File: src/rtl/lsu_if.sv
// Core and memory side signals of the load/store unit.
// slave is the LSU view; master is the core plus memory view.
interface lsu_if;
  logic        req_valid;
  logic        req_ready;
  logic        req_wen;
  logic [2:0]  req_op;
  logic [31:0] req_addr;
  logic [31:0] req_wdata;
  logic        rsp_valid;
  logic [31:0] rsp_rdata;
  logic        rsp_err;
  logic        mem_valid;
  logic        mem_ready;
  logic [31:0] mem_addr;
  logic        mem_wen;
  logic [3:0]  mem_wmask;
  logic [31:0] mem_wdata;
  logic        mem_rvalid;
  logic [31:0] mem_rdata;

  modport slave (
    input  req_valid, req_wen, req_op,
    input  req_addr, req_wdata,
    output req_ready,
    output rsp_valid, rsp_rdata, rsp_err,
    output mem_valid, mem_addr, mem_wen,
    output mem_wmask, mem_wdata,
    input  mem_ready, mem_rvalid, mem_rdata
  );

  modport master (
    output req_valid, req_wen, req_op,
    output req_addr, req_wdata,
    input  req_ready,
    input  rsp_valid, rsp_rdata, rsp_err,
    input  mem_valid, mem_addr, mem_wen,
    input  mem_wmask, mem_wdata,
    output mem_ready, mem_rvalid, mem_rdata
  );
endinterface

File: src/rtl/lsu.sv
// Single-outstanding load/store unit: aligns stores, formats loads,
// rejects illegal accesses and times out a stalled memory.
module lsu #(
  parameter int MAX_WAIT = 16
) (
  input  logic clk,
  input  logic rst,
  lsu_if.slave bus
);
  localparam int CW = $clog2(MAX_WAIT + 1);

  typedef enum logic [1:0] {
    IDLE, REQ, WAIT, RESP
  } state_t;

  state_t      state, state_n;
  logic [CW-1:0] cnt;
  logic        timeout;
  logic        illegal;
  logic [3:0]  st_mask;
  logic [31:0] st_data;
  logic [31:0] ld_sh;
  logic [31:0] ld_fmt;
  logic        err_n;
  logic [31:0] rdata_n;
  logic [2:0]  op_q;
  logic [1:0]  off_q;

  logic        mem_valid_q, mem_wen_q;
  logic [3:0]  mem_wmask_q;
  logic [31:0] mem_wdata_q, mem_addr_q;
  logic        rsp_valid_q, rsp_err_q;
  logic [31:0] rsp_rdata_q;

  assign bus.req_ready = (state == IDLE);
  assign bus.mem_valid = mem_valid_q;
  assign bus.mem_wen   = mem_wen_q;
  assign bus.mem_wmask = mem_wmask_q;
  assign bus.mem_wdata = mem_wdata_q;
  assign bus.mem_addr  = mem_addr_q;
  assign bus.rsp_valid = rsp_valid_q;
  assign bus.rsp_err   = rsp_err_q;
  assign bus.rsp_rdata = rsp_rdata_q;

  assign timeout = (cnt == CW'(MAX_WAIT - 1));

  always_comb begin
    illegal = 1'b0;
    if (bus.req_wen)
      illegal = !(bus.req_op inside {3'b000, 3'b001, 3'b010});
    else
      illegal = bus.req_op inside {3'b011, 3'b110, 3'b111};
    unique case (1'b1)
      bus.req_op[1:0] == 2'b01:
        if (bus.req_addr[0]) illegal = 1'b1;
      bus.req_op[1:0] == 2'b10:
        if (bus.req_addr[1:0] != 2'b00) illegal = 1'b1;
      default: ;
    endcase
  end

  always_comb begin
    st_mask = 4'b1111;
    st_data = bus.req_wdata;
    unique case (1'b1)
      bus.req_op[1:0] == 2'b00: begin
        st_mask = 4'b0001 << bus.req_addr[1:0];
        st_data = {4{bus.req_wdata[7:0]}};
      end
      bus.req_op[1:0] == 2'b01: begin
        st_mask = 4'b0011 << {bus.req_addr[1], 1'b0};
        st_data = {2{bus.req_wdata[15:0]}};
      end
      default: ;
    endcase
  end

  assign ld_sh = bus.mem_rdata >> {off_q, 3'b000};

  always_comb begin
    ld_fmt = ld_sh;
    unique case (1'b1)
      op_q == 3'b000: ld_fmt = {{24{ld_sh[7]}}, ld_sh[7:0]};
      op_q == 3'b001: ld_fmt = {{16{ld_sh[15]}}, ld_sh[15:0]};
      op_q == 3'b100: ld_fmt = {24'd0, ld_sh[7:0]};
      op_q == 3'b101: ld_fmt = {16'd0, ld_sh[15:0]};
      default: ;
    endcase
  end

  always_comb begin
    state_n = state;
    err_n   = 1'b0;
    rdata_n = 32'd0;
    unique case (state)
      IDLE:
        if (bus.req_valid) begin
          state_n = illegal ? RESP : REQ;
          err_n   = illegal;
        end
      REQ:
        if (bus.mem_ready) begin
          state_n = mem_wen_q ? RESP : WAIT;
        end else if (timeout) begin
          state_n = RESP;
          err_n   = 1'b1;
        end
      WAIT:
        if (bus.mem_rvalid) begin
          state_n = RESP;
          rdata_n = ld_fmt;
        end else if (timeout) begin
          state_n = RESP;
          err_n   = 1'b1;
        end
      RESP: state_n = IDLE;
      default: state_n = IDLE;
    endcase
  end

  always_ff @(posedge clk) begin
    if (rst) begin
      state       <= IDLE;
      cnt         <= '0;
      op_q        <= 3'd0;
      off_q       <= 2'd0;
      mem_valid_q <= 1'b0;
      mem_wen_q   <= 1'b0;
      mem_wmask_q <= 4'd0;
      mem_wdata_q <= 32'd0;
      mem_addr_q  <= 32'd0;
      rsp_valid_q <= 1'b0;
      rsp_err_q   <= 1'b0;
      rsp_rdata_q <= 32'd0;
    end else begin
      state       <= state_n;
      mem_valid_q <= (state_n == REQ);
      rsp_valid_q <= (state_n == RESP);
      if (state_n != state)
        cnt <= '0;
      else if (state == REQ || state == WAIT)
        cnt <= cnt + 1'b1;
      if (state_n == RESP) begin
        rsp_err_q   <= err_n;
        rsp_rdata_q <= rdata_n;
      end
      // Request fields stay latched so the bus is stable across stalls.
      if (state == IDLE && bus.req_valid) begin
        op_q        <= bus.req_op;
        off_q       <= bus.req_addr[1:0];
        mem_addr_q  <= {bus.req_addr[31:2], 2'b00};
        mem_wen_q   <= bus.req_wen;
        mem_wmask_q <= bus.req_wen ? st_mask : 4'd0;
        mem_wdata_q <= bus.req_wen ? st_data : 32'd0;
      end
    end
  end
endmodule

File: src/flat_wrapper.sv
// flat-port wrapper written by rule: the top's interface ports become plain ports
module lsu_flat 
#(
  parameter int MAX_WAIT = 16
)
  (clk, rst, bus_req_valid, bus_req_wen, bus_req_op, bus_req_addr, bus_req_wdata, bus_req_ready, bus_rsp_valid, bus_rsp_rdata, bus_rsp_err, bus_mem_valid, bus_mem_addr, bus_mem_wen, bus_mem_wmask, bus_mem_wdata, bus_mem_ready, bus_mem_rvalid, bus_mem_rdata);
  lsu_if bus_i ();
  input  logic clk;
  input  logic rst;
  input wire logic [$bits(bus_i.req_valid)-1:0] bus_req_valid;
  input wire logic [$bits(bus_i.req_wen)-1:0] bus_req_wen;
  input wire logic [$bits(bus_i.req_op)-1:0] bus_req_op;
  input wire logic [$bits(bus_i.req_addr)-1:0] bus_req_addr;
  input wire logic [$bits(bus_i.req_wdata)-1:0] bus_req_wdata;
  output wire logic [$bits(bus_i.req_ready)-1:0] bus_req_ready;
  output wire logic [$bits(bus_i.rsp_valid)-1:0] bus_rsp_valid;
  output wire logic [$bits(bus_i.rsp_rdata)-1:0] bus_rsp_rdata;
  output wire logic [$bits(bus_i.rsp_err)-1:0] bus_rsp_err;
  output wire logic [$bits(bus_i.mem_valid)-1:0] bus_mem_valid;
  output wire logic [$bits(bus_i.mem_addr)-1:0] bus_mem_addr;
  output wire logic [$bits(bus_i.mem_wen)-1:0] bus_mem_wen;
  output wire logic [$bits(bus_i.mem_wmask)-1:0] bus_mem_wmask;
  output wire logic [$bits(bus_i.mem_wdata)-1:0] bus_mem_wdata;
  input wire logic [$bits(bus_i.mem_ready)-1:0] bus_mem_ready;
  input wire logic [$bits(bus_i.mem_rvalid)-1:0] bus_mem_rvalid;
  input wire logic [$bits(bus_i.mem_rdata)-1:0] bus_mem_rdata;
  assign bus_i.req_valid = bus_req_valid;
  assign bus_i.req_wen = bus_req_wen;
  assign bus_i.req_op = bus_req_op;
  assign bus_i.req_addr = bus_req_addr;
  assign bus_i.req_wdata = bus_req_wdata;
  assign bus_req_ready = bus_i.req_ready;
  assign bus_rsp_valid = bus_i.rsp_valid;
  assign bus_rsp_rdata = bus_i.rsp_rdata;
  assign bus_rsp_err = bus_i.rsp_err;
  assign bus_mem_valid = bus_i.mem_valid;
  assign bus_mem_addr = bus_i.mem_addr;
  assign bus_mem_wen = bus_i.mem_wen;
  assign bus_mem_wmask = bus_i.mem_wmask;
  assign bus_mem_wdata = bus_i.mem_wdata;
  assign bus_i.mem_ready = bus_mem_ready;
  assign bus_i.mem_rvalid = bus_mem_rvalid;
  assign bus_i.mem_rdata = bus_mem_rdata;
  lsu #(.MAX_WAIT(MAX_WAIT)) u_core (.clk(clk), .rst(rst), .bus(bus_i));
endmodule
File: config.mk
export PLATFORM = sky130hd
export DESIGN_NAME = lsu_flat
export DESIGN_NICKNAME = d
export VERILOG_FILES = /design/src/rtl/lsu_if.sv /design/src/rtl/lsu.sv /design/src/flat_wrapper.sv
export SDC_FILE = /design/constraint.sdc
export NUM_CORES = 1
export LEC_CHECK = 0
export BUFFER_PORTS_ARGS = -buffer_cell sky130_fd_sc_hd__buf_4
export CAP_MARGIN = 30
export CORE_MARGIN = 1.5
export CORE_UTILIZATION = 49
export DETAILED_ROUTE_END_ITERATION = 16
export PLACE_DENSITY = 0.9
export SYNTH_ARGS = -nofsm -noshare
export SYNTH_HDL_FRONTEND = slang
export SYNTH_SLANG_ARGS = --single-unit
File: constraint.sdc
create_clock -name clk -period 2.6 [get_ports clk]
set_input_delay 0.52 -clock clk [delete_from_list [all_inputs] [get_ports clk]]
set_output_delay 0.52 -clock clk [all_outputs]
set_load 0.1 [all_outputs]
* After elaboration in Yosys (flattened, before gate mapping)
Cells that the tools add are included.
Word-level totals: bits in registers 114, output and inout bits 105, logic and storage cells 67
Cells by class: add/subtract/negate cells 1, equality and inequality tests 17, reduce and logical (&&, ||, !) cells 11, shifts and indexed selects 3, multiplexer cells 23
Operators by type and width (count):
- 32-bit one-hot mux with 4 select lines | 1
- 32-bit two-way mux | 3
- 32-bit one-hot mux with 2 select lines | 1
- 32-bit by 5-bit >> shifter with 32-bit output | 1
- 3-bit equality test, second input constant | 4
- 2-bit two-way mux | 5
- 2-bit equality test, second input constant | 4
- 1-bit two-way mux | 8
- 2-bit one-hot mux with 4 select lines | 1
- 4-bit one-hot mux with 2 select lines | 1
- 2-bit by 1-bit equality test with 1-bit output, second input constant | 3
- 3-bit by 1-bit equality test with 1-bit output, second input constant | 2
- 3-bit by 2-bit equality test with 1-bit output, second input constant | 2
- 3-bit logical NOT | 2
- 3-bit nonzero test | 2
- 5-bit by 1-bit adder with 5-bit output, second input constant | 1
- 5-bit by 4-bit equality test with 1-bit output, second input constant | 1
- 2-bit logical NOT | 2
- 4-bit two-way mux | 1
- 1-bit by 2-bit left shift with 4-bit output, first input constant | 1
- 2-bit by 2-bit left shift with 4-bit output, first input constant | 1
- 1-bit one-hot mux with 3 select lines | 1
- 2-bit != test | 1
- 1-bit one-hot mux with 2 select lines | 1
- other kinds (5) | 5

* Longest topological paths before layout
depth in word-level cells 11, depth in mapped cells 10

* Worst setup path after synthesis
OpenSTA, ideal clock, no wires.
kind register -> register, from reg u_core.state[0], to reg u_core.cnt[4], required time 2.497 ns, arrival 2.677 ns, cell stages (with the launch flop) 10, period minus slack after synthesis 2.781 ns, setup time 0.103 ns, buffers on the path 2, path slack -0.181 ns, cells stage by stage dfxtp_1 inv_1 ha_1 buf_4 and2_4 buf_6 nor2_2 a221oi_4 xnor2_1 a2111oi_2
Between the ends: elaborated cells between the ends (all ways) 12, those cells by class eq/ne (4); mux (5); reduce/logical (3)
RTL lines:
- start: declaration | line lsu.sv:16 | state_t state, state_n;
- start signal: assignment | line lsu.sv:136 | state <= state_n;
- 2-bit logical NOT
- named net bus_req_ready | line flat_wrapper.sv:15 | output wire logic [$bits(bus_i.req_ready)-1:0] bus_req_ready;
- 2-bit one-hot mux with 4 select lines | line lsu.sv:95 | unique case (state)
- 2-bit != test | line lsu.sv:139 | if (state_n != state)
- 2-bit OR reduction (no source line)
- end signal: assignment | line lsu.sv:142 | cnt <= cnt + 1'b1;
- end: declaration | line lsu.sv:17 | logic [CW-1:0] cnt;
The timed path passes the listed nets, and every way through them passes these cells. A chain may end at the register's enable or synchronous reset.

* Final worst setup path
from reg u_core.cnt[0], to reg u_core.cnt[4]
Between the ends: cells in the longest elaborated chain, start to end 6, elaborated cells between the ends (all ways) 8, those cells by class add/sub (1); eq/ne (2); mux (4); reduce/logical (1)
Ends and longest elaborated chain:
- 5-bit by 4-bit equality test with 1-bit output | line lsu.sv:45 | assign timeout = (cnt == CW'(MAX_WAIT - 1));
- 2-bit two-way mux | line lsu.sv:104, lsu.sv:112
- 2-bit two-way mux (on tied branches) | line lsu.sv:109, lsu.sv:102
- 2-bit one-hot mux with 4 select lines | line lsu.sv:95
- 2-bit != test | line lsu.sv:139
- 2-bit OR reduction (no source line)
Parallel ways exist; a longest one is shown, timed or not.

==> flow_summary.ini <==
[status]
status = finished, final reports clean

[placement]
preCtsSetupSlack_ns = 0.178
place_area_um2 = 7110
dp_hpwl_um = 11500
io_buffer_count = 207
place.gp.congestion = 0.876

[floorplan]
design.core.area_um2 = 10800
die_area_um2 = 11800
die_h_um = 109
start_util_pct = 50.4
pin_count = 210
rows = 38
die_x_um = 109

[worst_setup_path]
max_stage_delay_ns = 0.35
worst_setup_path_end_kind = flop
cp-start-kind = flop
worstPathCellList = ha_1 -> and3_1 -> ha_1 -> nor3_1 -> o21ai_0 -> a221oi_4 -> buf_4 -> xnor2_1 -> a2111oi_2
cp_common_cell = ha_1
crit_fanout = 6
cp.required_ns = 3.00
crit_slowest_cell = a2111oi_2
crit_type = flop to flop
cp.arrival_ns = 2.78

[clock_tree]
cts_resized = 0
cts_tree = built
clock_sinks = 114
cts_root_buf = clkbuf_8
postCtsHoldBufs = 0
clockBufferDepth = 2
cts_max_level = 4
cts_setup_buffers = 0
cts_buffers = 17
clk_latency_ns = 0.51
clkTransAtPathRegs_ns = 0.06

[global_route]
grt_pass1_vias = 5367
grt_start_max_net_pins = 67
antenna_found_initial = 0
gr-total-overflow = 0
grt_usage_pct = 27.7
grt_pass1_wl_um = 25600

[synthesis]
synthesis.area_um2 = 5460
yosys.cell_types.count = 44
synthTopCellsByArea = dfxtp_1 (42%), nand2_1 (10%), mux2i_1 (9.2%)
ys_ff_latch = 114
netlist_instances = 662
synth_edf_count = 0
ys_seq_area_share_pct = 41.8
synth_ff_type = dfxtp_1
ys.warnings.count = 0
synth_top_cell_by_area = dfxtp_1
syn_area_per_cell_um2 = 8.25
async_flop_share_pct = 0
netlist.area_leader.share_pct = 41.8

[power_and_ir_drop]
cellPowerDensity_nw_per_um2 = 1070
total_power_mw = 8.21
leakage_nw = 3.29
max-vdd-ir-drop_v = 0.000830

[timing]
hold_ws_ns = 0.250
clock_skew_ns = 0.0109
fin_ws_ns = 0.216
finalCritPeriodShare_pct = 91.7
rsz0062_at_grt = false
maxSlewViolCount = 0
fin_crit_ns = 2.38
hold_viol_final = 0
setup_viol = 0
worstMarginPinSlew_ns = 0.624
max_freq_ghz = 0.419
max-slew-margin-rel_pct = 58.4

[layout]
drive_gt1_share_pct = 32.3
diodes = 0
area.growth.synth_to_final_pct = 40.9
fillCellCount = 813
final_cell_area_um2 = 7700
fin_nets = 964

[drt]
avgViaCountPerCell = 5.51
drtIter0Drc = 422
drt-total-wl_um = 16300
dr.pass1.iters = 5
num_vias = 5518
drcViolationCount = 0
ant_nets = 0
wl_per_cell_um = 16.2

[flow_run]
max_cap_viol_count = 0

[hold_path]
hold_class = input port to flop
-- final cells by class --
type	instances	area, um2	area share, %
sequential	114	2280	29.6
tap	140	175	2.28
inverter	7	26.3	0.341
clock buffer	19	442	5.74
timing repair buffer	221	1680	21.9
multi-input combinational	488	2940	38.2
clock inverter	13	149	1.93
-- synthesized netlist by cell type, types with 3 or more instances --
library cell  count
nor2_1           36
o21ai_0          24
inv_1             7
buf_2             7
nor3_1            8
buf_1             4
buf_4             3
nand3_1          27
mux2_2           16
a21oi_1          54
a22oi_1          32
o211ai_1          8
ha_1             10
dfxtp_1         114
nand2_1         147
nor2b_1           6
mux2i_1          50
a2bb2oi_1         7
clkbuf_1         39
nand2b_1         34
-- state kept, by name, indices dropped and copies added (netlist names) --
| register | count |
|---|---|
| u_core.bus.mem_addr | 30 |
| u_core.bus.mem_valid | 1 |
| u_core.bus.mem_wdata | 32 |
| u_core.bus.mem_wen | 1 |
| u_core.bus.mem_wmask | 4 |
| u_core.bus.rsp_err | 1 |
| u_core.bus.rsp_rdata | 32 |
| u_core.bus.rsp_valid | 1 |
| u_core.cnt | 5 |
| u_core.off_q | 2 |
| u_core.op_q | 3 |
| u_core.state | 2 |
-- logic make-up after synthesis --
| group | synth area share (%) |
|---|---|
| fa+ha+maj | 2.29 |
| compound gates | 16.2 |
| simple gates | 21.5 |
| flops | 41.8 |
| buf+inv | 4.70 |
| mux | 12.9 |
| other cells | 0.0687 |
| xor+xnor | 0.642 |
-- routing by layer --
| layer | share of wire [%] | routed length, um | vias to the layer above | global-route usage [%] |
|---|---|---|---|---|
| li1 | - | - | 2639 | - |
| met1 | 39 | 6360 | 2570 | 31.0 |
| met2 | 48 | 7850 | 265 | 46.6 |
| met3 | 9.9 | 1620 | 44 | 10.5 |
| met4 | 2.7 | 432 | 0 | 12.0 |
| met5 | 0 | 0 | - | 0 |
-- placed cells by master (no fill, tap or decap), types with 24 or more instances in the layout --
cell        n
a21oi_1    54
a22oi_1    32
buf_4     219
dfxtp_1   114
mux2i_1    50
nand2_1   146
nand2b_1   34
nand3_1    27
nor2_1     35
o21ai_0    24
-- metrics by stage --
step | std cells | utilization [%] | setup TNS [ns]
2_1_floorplan | 663 | - | 0
3_3_place_gp | 969 | 65.4 | -1.02
3_5_place_dp | 970 | 65.6 | 0
4_1_cts | 1002 | 71.0 | 0
5_1_grt | 1002 | 71.0 | 0
6_report | 1002 | 71.0 | 0
-- path summary, 6_finish.rpt --
check / start / to / cells past startpoint / slack (ns)
setup / recovery: u_core.cnt[0] / u_core.cnt[4] / 9 / 0.22
hold / removal: bus_req_addr[26] / u_core.bus.mem_addr[26] / 3 / 0.25
setup reg to reg: u_core.cnt[0] / u_core.cnt[4] / 9 / 0.22
hold reg to reg: u_core.bus.mem_addr[4] / u_core.bus.mem_addr[4] / 2 / 0.45
-- where the power goes --
part,total [mW],internal (mW),switching (mW)
Combinational,3.79,1.10,2.70
Sequential,2.13,1.97,0.157
Clock,2.29,1.43,0.862
Total,8.21,4.50,3.72
-- critical path: cells and delay by family (launching register included) --
family | cells | cell delay, ns
flip-flops | 1 | 0.33
AO/OA/AOI/OAI | 3 | 0.80
adder cells (fa/ha/maj) | 2 | 0.44
XOR/XNOR | 1 | 0.13
buffers and inverters | 1 | 0.20
AND/OR/NAND/NOR | 2 | 0.36
No activity file was read; power rests on OpenSTA's default activity.
